File: config.mk
export PLATFORM = sky130hd
export DESIGN_NAME = elevator_req_sched
export DESIGN_NICKNAME = d
export VERILOG_FILES = /design/src/rtl/elevator_pkg.sv /design/src/rtl/elevator_req_sched_floor_mask_calc.sv /design/src/rtl/elevator_req_sched.sv
export SDC_FILE = /design/constraint.sdc
export NUM_CORES = 1
export LEC_CHECK = 0
export ABC_AREA = 1
export BUFFER_PORTS_ARGS = -buffer_cell sky130_fd_sc_hd__buf_2
export CORE_UTILIZATION = 47
export DETAILED_ROUTE_END_ITERATION = 6
export PLACE_DENSITY = 0.85
export SLEW_MARGIN = 30
export SYNTH_ARGS = -nofsm -noshare
export SYNTH_HDL_FRONTEND = slang
export SYNTH_HIERARCHICAL = 1
export SYNTH_SLANG_ARGS = --single-unit
File: constraint.sdc
create_clock -name clk -period 1.6 [get_ports clk]
set_input_delay 0.24 -clock clk [delete_from_list [all_inputs] [get_ports clk]]
set_output_delay 0.24 -clock clk [all_outputs]
set_load 0.01 [all_outputs]
File: src/rtl/elevator_pkg.sv
// Shared definitions for the elevator request scheduler and the car state
// controller: default floor count and the direction-mode encodings.
package elevator_pkg;

  localparam int FLOORS = 4;

  // Direction mode encodings, shared with the car state controller.
  typedef logic [1:0] ud_mode_t;
  localparam ud_mode_t UD_IDLE = 2'b00;
  localparam ud_mode_t UD_UP   = 2'b01;
  localparam ud_mode_t UD_DN   = 2'b10;

endpackage

File: src/rtl/elevator_req_sched_floor_mask_calc.sv
// Floor-relative masks: which floors lie strictly above / below the one-hot
// car position, whether the position is a valid one-hot value, and whether
// any bit of a request vector lies above / below the car.
module floor_mask_calc #(
  parameter int FLOORS = 4
) (
  input  logic [FLOORS-1:0] position,
  input  logic [FLOORS-1:0] req,
  output logic [FLOORS-1:0] above_mask,
  output logic [FLOORS-1:0] below_mask,
  output logic              onehot_ok,
  output logic              any_above,
  output logic              any_below
);
  import elevator_pkg::*;

  // A floor is above the car when some position bit sits below it, and vice versa.
  genvar gi;
  generate
    for (gi = 0; gi < FLOORS; gi++) begin : g_mask
      if (gi == 0) begin : g_bot
        assign above_mask[gi] = 1'b0;
      end else begin : g_abv
        assign above_mask[gi] = |position[gi-1:0];
      end
      if (gi == FLOORS-1) begin : g_top
        assign below_mask[gi] = 1'b0;
      end else begin : g_blw
        assign below_mask[gi] = |position[FLOORS-1:gi+1];
      end
    end
  endgenerate

  // Zero or multiple position bits make every floor-relative answer meaningless.
  assign onehot_ok = (position != '0) && ((position & (position - 1'b1)) == '0);
  assign any_above = onehot_ok & (|(req & above_mask));
  assign any_below = onehot_ok & (|(req & below_mask));

endmodule

File: src/rtl/elevator_req_sched.sv
// Elevator request scheduler: latches car and hall calls, clears the calls
// served at each door opening, runs the travel-direction FSM and produces the
// stop mask and up/down needs consumed by the car state controller.
module elevator_req_sched #(
  parameter int FLOORS = elevator_pkg::FLOORS
) (
  input  logic              clk,
  input  logic              rst,
  input  logic [FLOORS-1:0] car_btn,
  input  logic [FLOORS-1:0] hall_up,
  input  logic [FLOORS-1:0] hall_dn,
  input  logic [FLOORS-1:0] position,
  input  logic              opendoor,
  input  logic              mv2nxt,
  output logic [FLOORS-1:0] allReq_reg,
  output logic              up_need,
  output logic              down_need,
  output logic [1:0]        ud_mode,
  output logic [FLOORS-1:0] car_lamp,
  output logic [FLOORS-1:0] up_lamp,
  output logic [FLOORS-1:0] dn_lamp,
  output logic              pos_err
);
  import elevator_pkg::*;

  logic [FLOORS-1:0] car_req_reg, car_req_next;
  logic [FLOORS-1:0] up_req_reg,  up_req_next;
  logic [FLOORS-1:0] dn_req_reg,  dn_req_next;
  logic [1:0]        state_reg,   state_next;
  logic              pos_err_reg, pos_err_next;

  logic [FLOORS-1:0] any_req;
  logic [FLOORS-1:0] above_mask, below_mask;
  logic              onehot_ok, any_above, any_below;
  logic              ahead_none, up_incl, dn_incl;
  logic [FLOORS-1:0] clr_mask, hall_up_ok, hall_dn_ok, stop_mask;

  assign any_req = car_req_reg | up_req_reg | dn_req_reg;

  // No up call exists at the top floor, no down call at the bottom floor.
  assign hall_up_ok = {1'b0, hall_up[FLOORS-2:0]};
  assign hall_dn_ok = {hall_dn[FLOORS-1:1], 1'b0};

  floor_mask_calc #(
    .FLOORS(FLOORS)
  ) u_mask (
    .position  (position),
    .req       (any_req),
    .above_mask(above_mask),
    .below_mask(below_mask),
    .onehot_ok (onehot_ok),
    .any_above (any_above),
    .any_below (any_below)
  );

  // Stop mask and clear mask: which hall calls count for the current direction.
  always_comb begin
    ahead_none = ~|(any_req & ((state_reg == UD_DN) ? below_mask : above_mask));
    // With nothing left ahead the car will turn around here, so the opposite
    // hall call is served too.
    up_incl    = (state_reg != UD_DN) | ahead_none;
    dn_incl    = (state_reg != UD_UP) | ahead_none;
    stop_mask  = '0;
    if (onehot_ok) begin
      stop_mask = car_req_reg
                | (up_req_reg & {FLOORS{up_incl}})
                | (dn_req_reg & {FLOORS{dn_incl}});
    end
    clr_mask = (opendoor && onehot_ok) ? position : '0;
  end

  // Request registers: set by buttons, cleared at the open floor (clear wins).
  always_comb begin
    car_req_next = (car_req_reg | car_btn)    & ~clr_mask;
    up_req_next  = (up_req_reg  | hall_up_ok) & ~(clr_mask & {FLOORS{up_incl}});
    dn_req_next  = (dn_req_reg  | hall_dn_ok) & ~(clr_mask & {FLOORS{dn_incl}});
    pos_err_next = pos_err_reg | ~onehot_ok;
  end

  // Direction FSM with hysteresis: only re-evaluated while parked, doors shut.
  always_comb begin
    state_next = state_reg;
    if (!mv2nxt && !opendoor && onehot_ok) begin
      case (state_reg)
        UD_IDLE: begin
          if (any_above)      state_next = UD_UP;
          else if (any_below) state_next = UD_DN;
        end
        UD_UP: begin
          if (!any_above) state_next = any_below ? UD_DN : UD_IDLE;
        end
        UD_DN: begin
          if (!any_below) state_next = any_above ? UD_UP : UD_IDLE;
        end
        default: state_next = UD_IDLE;
      endcase
    end
  end

  // State registers with synchronous reset.
  always_ff @(posedge clk) begin
    if (rst) begin
      car_req_reg <= '0;
      up_req_reg  <= '0;
      dn_req_reg  <= '0;
      state_reg   <= UD_IDLE;
      pos_err_reg <= 1'b0;
    end else begin
      car_req_reg <= car_req_next;
      up_req_reg  <= up_req_next;
      dn_req_reg  <= dn_req_next;
      state_reg   <= state_next;
      pos_err_reg <= pos_err_next;
    end
  end

  assign allReq_reg = stop_mask;
  assign up_need    = any_above;
  assign down_need  = any_below;
  assign ud_mode    = state_reg;
  assign car_lamp   = car_req_reg;
  assign up_lamp    = up_req_reg;
  assign dn_lamp    = dn_req_reg;
  assign pos_err    = pos_err_reg;

endmodule

# --- Word level (Yosys, flattened, before mapping) ---
# Cells that the tools add are included.
word_totals:
  wordCells: 68
  output_inout_bits: 21
  inputBits: 20
  register_bits: 15
op_classes:
  eq_ne: 7
  bitwise_logic: 27
  muxes: 10
  n_reduce_logical: 18
  addsub: 1
ops:
  columns: ["cell", "count"]
  rows:
  - ["$and 4x4->4", 10]
  - ["$or 4x4->4", 6]
  - ["$mux 4", 3]
  - ["$not 4->4", 3]
  - ["$reduce_or 4->1", 3]
  - ["$mux 2", 5]
  - ["$ne 2x2->1 const B", 3]
  - ["$pmux 2 s3", 1]
  - ["$reduce_or 3->1", 2]
  - ["$and 4x3->4", 1]
  - ["$logic_and 1x1->1", 4]
  - ["$logic_not 4->1", 1]
  - ["$or 4x3->4", 1]
  - ["$reduce_and 4->1", 1]
  - ["$reduce_bool 4->1", 1]
  - ["$reduce_or 2->1", 2]
  - ["$sub 4x1->4 const B", 1]
  - ["$logic_not 1->1", 3]
  - ["$ne 3x3->1 const B", 1]
  - ["$or 1x1->1", 3]
  - ["$and 1x1->1", 2]
  - ["$eq 2x1->1 const B", 1]
  - ["$eq 2x2->1 const B", 1]
  - ["$logic_not 2->1", 1]
  - ["3 further kinds", 3]

# --- Logic depth before layout (Yosys ltp) ---
depth:
  word_depth: 10
  depth_mapped: 12
  mapped_depth_nobuf: 12

# --- Modules after synthesis ---
# Netlist, hierarchy kept.
by_module_without_submodules:
  columns: ["module", "seq_area_each_um2", "n_inst", "area_each_um2", "cells_each"]
  rows:
  - ["elevator_req_sched", 300.3, 1, 809.5, 128]
  - ["floor_mask_calc", 0.0, 1, 173.9, 37]

# --- Worst setup path before layout ---
# Ideal clock, no wire load.
synth_timing:
  kind: "register to register"
  from: "register up_req_reg[2] (netlist: up_lamp[2])"
  to: "register state_reg[1] (netlist: ud_mode[1])"
  setup_slack_ps: -41
  stages_incl_launch_ff: 13
  arrival_ps: 1571
  setup_time_ps: 70
  n_path_buf: 0
  period_less_slack_ps: 1641
  required_time_ps: 1530
  path_cell_list: "dfxtp_1 > nor2_1 > nand2_1 > inv_1 > nor2_1 > a21oi_1 > nor2_1 > nor2_1 > nand2_1 > nand3_1 > a21oi_1 > o21ai_0 > a21oi_1"
synth_between:
  elab_cells_between_ends: 16
  classes_between: "eq/ne: 3; mux: 4; bitwise: 6; reduce/logical: 3"
synth_rtl:
  columns: ["item", "line_no", "source"]
  rows:
  - ["start, declared", "elevator_req_sched.sv:27", "logic [FLOORS-1:0] up_req_reg, up_req_next;"]
  - ["start signal, assigned", "elevator_req_sched.sv:110", "up_req_reg <= up_req_next;"]
  - ["$or 4x4->4 (*) (2 in a row)", "elevator_req_sched.sv:38", "assign any_req = car_req_reg | up_req_reg | dn_req_reg;"]
  - ["net any_req[2]", "elevator_req_sched.sv:32", "logic [FLOORS-1:0] any_req;"]
  - ["$and 4x4->4 (*)", "elevator_req_sched_floor_mask_calc.sv:36", "assign any_above = onehot_ok & (|(req & above_mask));"]
  - ["$reduce_or 4->1 (*)", "elevator_req_sched_floor_mask_calc.sv:36", null]
  - ["$and 1x1->1 (*)", "elevator_req_sched_floor_mask_calc.sv:36", null]
  - ["net up_need", "elevator_req_sched.sv:16", "output logic up_need,"]
  - ["$ne 3x3->1 (no line) (tied with other cells)", null, null]
  - ["$reduce_and 4->1 (no line) / $pmux 2 s3 (equally long branches)", null, null]
  - ["end signal, assigned", "elevator_req_sched.sv:112", "state_reg <= state_next;"]
  - ["end, declared", "elevator_req_sched.sv:29", "logic [1:0] state_reg, state_next;"]
# The timed path passes the listed nets; every way through them passes the cells marked *. The select of a mux whose other input is x is not followed.
# A chain may end at the register's enable or synchronous reset.

# --- Worst setup path in the final report ---
layout_timing:
  from: "register up_req_reg[3] (netlist: up_lamp[3])"
  to: "output allReq_reg[2]"
layout_between:
  elab_chain_cells: 10
  elab_cells_between_ends: 12
  classes_between: "mux: 1; bitwise: 9; reduce/logical: 2"
layout_lines:
  columns: ["item", "line_no", "source"]
  rows:
  - ["$or 4x4->4 (*) (2 in a row)", "elevator_req_sched.sv:38", null]
  - ["net any_req[3]", "elevator_req_sched.sv:32", null]
  - ["$and 4x4->4 (*)", "elevator_req_sched.sv:58", "ahead_none = ~|(any_req & ((state_reg == UD_DN) ? below_mask : above_mask));"]
  - ["$reduce_or 4->1 (*)", "elevator_req_sched.sv:58", null]
  - ["$logic_not 1->1 (*)", "elevator_req_sched.sv:58", null]
  - ["$or 1x1->1", "elevator_req_sched.sv:61", "up_incl = (state_reg != UD_DN) | ahead_none;"]
  - ["$and 4x4->4", "elevator_req_sched.sv:66", "| (up_req_reg & {FLOORS{up_incl}})"]
  - ["$or 4x4->4", "elevator_req_sched.sv:66", null]
  - ["$or 4x4->4 (*)", "elevator_req_sched.sv:67", "| (dn_req_reg & {FLOORS{dn_incl}});"]
  - ["$mux 4 (*)", "elevator_req_sched.sv:64", "if (onehot_ok) begin"]
  - ["end, declared", "elevator_req_sched.sv:15", "output logic [FLOORS-1:0] allReq_reg,"]
# The timed path passes the listed nets; every way through them passes the cells marked *.

==> results.ini <==
[yosys]
ys_warn_count = 6
syn_area_sq_um = 983.4
ys_top_cells_by_area = dfxtp_1 31%, nand2_1 16%, inv_1 10%
synth-seq-cells = 15
synth_area_leader_cell = dfxtp_1
synth.distinct_cells = 20
seq_area_frac_synth = 0.3053
synth_top_area_frac = 0.3053
syn_inst = 165
syn_avg_cell_area_sq_um = 5.960

[drt]
vias = 1415
dr.pass1.iters = 4
drtIter0Drc = 64
wire_per_inst_um = 15.21
ant_nets = 0
remaining_drc_errors = 0
vias_per_cell = 5.380
routed_wl_mm = 4.000

[placed_design]
place_area_sq_mm = 0.001370
port_buffers = 38
detailed_place_hpwl_mm = 2.023
gp_congestion = 0.8126

[cells_and_area]
multiInputGateArea_sq_um = 680.7
drive_above_1_share = 0.5636
nFillCells = 128
diodes = 0
register_area_sq_um = 317.8
area_growth_pct = 66.54
final_nets = 257
postLayoutCellArea_sq_mm = 0.001638

[timing]
rsz0062_at_grt = yes
min_period_ps = 2149
fmax_ghz = 0.4653
skew_ps = 2.153
setup_ws_ps = -549.0
hold_viol_final = 0
finalSetupViolations = 16
finalCritPeriodShare = 1.343
slew_viol_final = 0

[cts]
cts_tree = built
cts_num_sinks = 15
clk_pin_slew_ps = 100
insertion_delay_ps = 310
cts-buffers-inserted = 3
clk_path_buf_depth = 2
htreeDepth = 1
cts_hold_buf = 0
clock-root-buffer = clkbuf_4

[grt]
grt.overflow.total = 0
grt_pass1_vias = 1023
grt_max_degree = 16
antenna_found_initial = 0
grt_pass1_wl_mm = 4.112
grtUsageTotal = 0.2635

[critical_path]
critPathKind = reg2out
crit_path_start_kind = flop
cp.required_ps = 1360
cp-end-kind = output port
cp.arrival_ps = 1910
crit_fanout = 4

[power_and_ir_drop]
total_power_uw = 1135
leakage_uw = 0.0009110
peakVddDrop_uv = 722.2
power_per_cell_area_mw_per_mm2 = 692.8

[floorplan]
die_h_um = 47.75
die_x_um = 47.75
die_area_sq_mm = 0.002280
num_rows = 16
pin_count = 41
start_util = 0.5013
core-area_sq_mm = 0.001962

[run_status]
violations = negative setup slack
status = finished, violations left

[job]
maxCapViolations = 0

[min_path]
hold_class = in2reg

metrics by stage:
stage / util / instances / setup slack [ps] / TNS (ps) / hold WS [ps]
2_1_floorplan: - / 166 / 50.91 / 0 / 309.1
3_3_place_gp: 0.6983 / 251 / -88.16 / -376.2 / 430.9
3_5_place_dp: 0.6983 / 251 / -108.4 / -515.9 / 436.6
4_1_cts: 0.7328 / 256 / -298.7 / -1317 / 169.1
5_1_grt: 0.8348 / 263 / -660.8 / -6026 / 177.6
6_report: 0.8348 / 263 / -549.0 / -4709 / 159.8
metal layers:
| layer | vias to the layer above | global-route usage | share of wire |
|---|---|---|---|
| met5 | - | 0 | 0 |
| met4 | 0 | 0.1278 | 0.054 |
| met3 | 29 | 0.04906 | 0.083 |
| met2 | 107 | 0.4486 | 0.49 |
| met1 | 639 | 0.3166 | 0.37 |
| li1 | 640 | - | - |
what timing repair did:
action                                 CTS  global route
resized for setup                        9            45
pin swaps                                0            21
setup endpoints to repair                6            16
setup buffers                            1             7
endpoints found under the hold margin    0             0
worst max-delay path, stage by stage, from the launching register on:
cell and delay, ps:
dfxtp_1 340, nor2_1 180, nand2_1 130, nand3_1 120
nand2_2 110, o21ai_4 270, nand2_1 110, nand3_1 100
nand2_1 60, inv_1 50, buf_2 110
kinds of logic (layout without fill, tap and decap cells):
logic type             Yosys count  count (layout)  synth area share
AO/OA/AOI/OAI                   21              21            0.1221
buffers and inverters           36             106            0.1527
flip-flops                      15              15            0.3053
other                            1               2          0.003813
AND/OR/NAND/NOR                 92              92            0.4160
cell usage after synthesis:
cell type	number
nor2_4	1
clkbuf_1	1
dfxtp_1	15
o21ai_2	2
nand2_2	7
buf_4	4
conb_1	1
nor2_1	24
or2_1	1
o21ai_0	5
nand3_1	12
inv_2	4
nand2_4	1
a21oi_1	6
inv_1	27
o22ai_1	6
o21ai_1	2
nor2_2	4
nor3b_1	1
nand2_1	41
layout make-up:
| class | instances | area share |
|---|---|---|
| flip-flops and latches | 15 | 0.1940 |
| multi-input cells | 115 | 0.4156 |
| clock inverters | 1 | 0.003056 |
| repair buffers | 71 | 0.2804 |
| clock buffers | 3 | 0.01375 |
| inverters | 31 | 0.07257 |
| well taps | 27 | 0.02063 |
placed cells by master, fill, tap and decap left out, types with 4 or more instances in the layout:
| master | count |
|---|---|
| dfxtp_1 | 5 |
| inv_2 | 4 |
| nand3_2 | 4 |
| buf_4 | 29 |
| buf_6 | 5 |
| nor2_2 | 8 |
| nor2_1 | 16 |
| nand3_1 | 8 |
| dfxtp_2 | 8 |
| nand2_2 | 15 |
| o21ai_0 | 5 |
| nor2_4 | 5 |
| inv_1 | 26 |
| buf_2 | 37 |
| nand2_1 | 32 |
report_power, final:
part           switching (uW)  leakage (uW)  internal (uW)
Combinational             262      0.000765            208
Clock                     152     0.0000177           93.7
Sequential               20.7      0.000128            398
worst paths after layout:
check,cells after the start,slack [ps],startpoint,end
hold / removal,3,160,car_btn[0],car_lamp[0]
hold reg to reg,2,460,pos_err,pos_err
setup / recovery,10,-550,up_lamp[3],allReq_reg[2]
setup reg to reg,11,-350,up_lamp[3],up_lamp[0]
(Power assumes the default switching activity.)
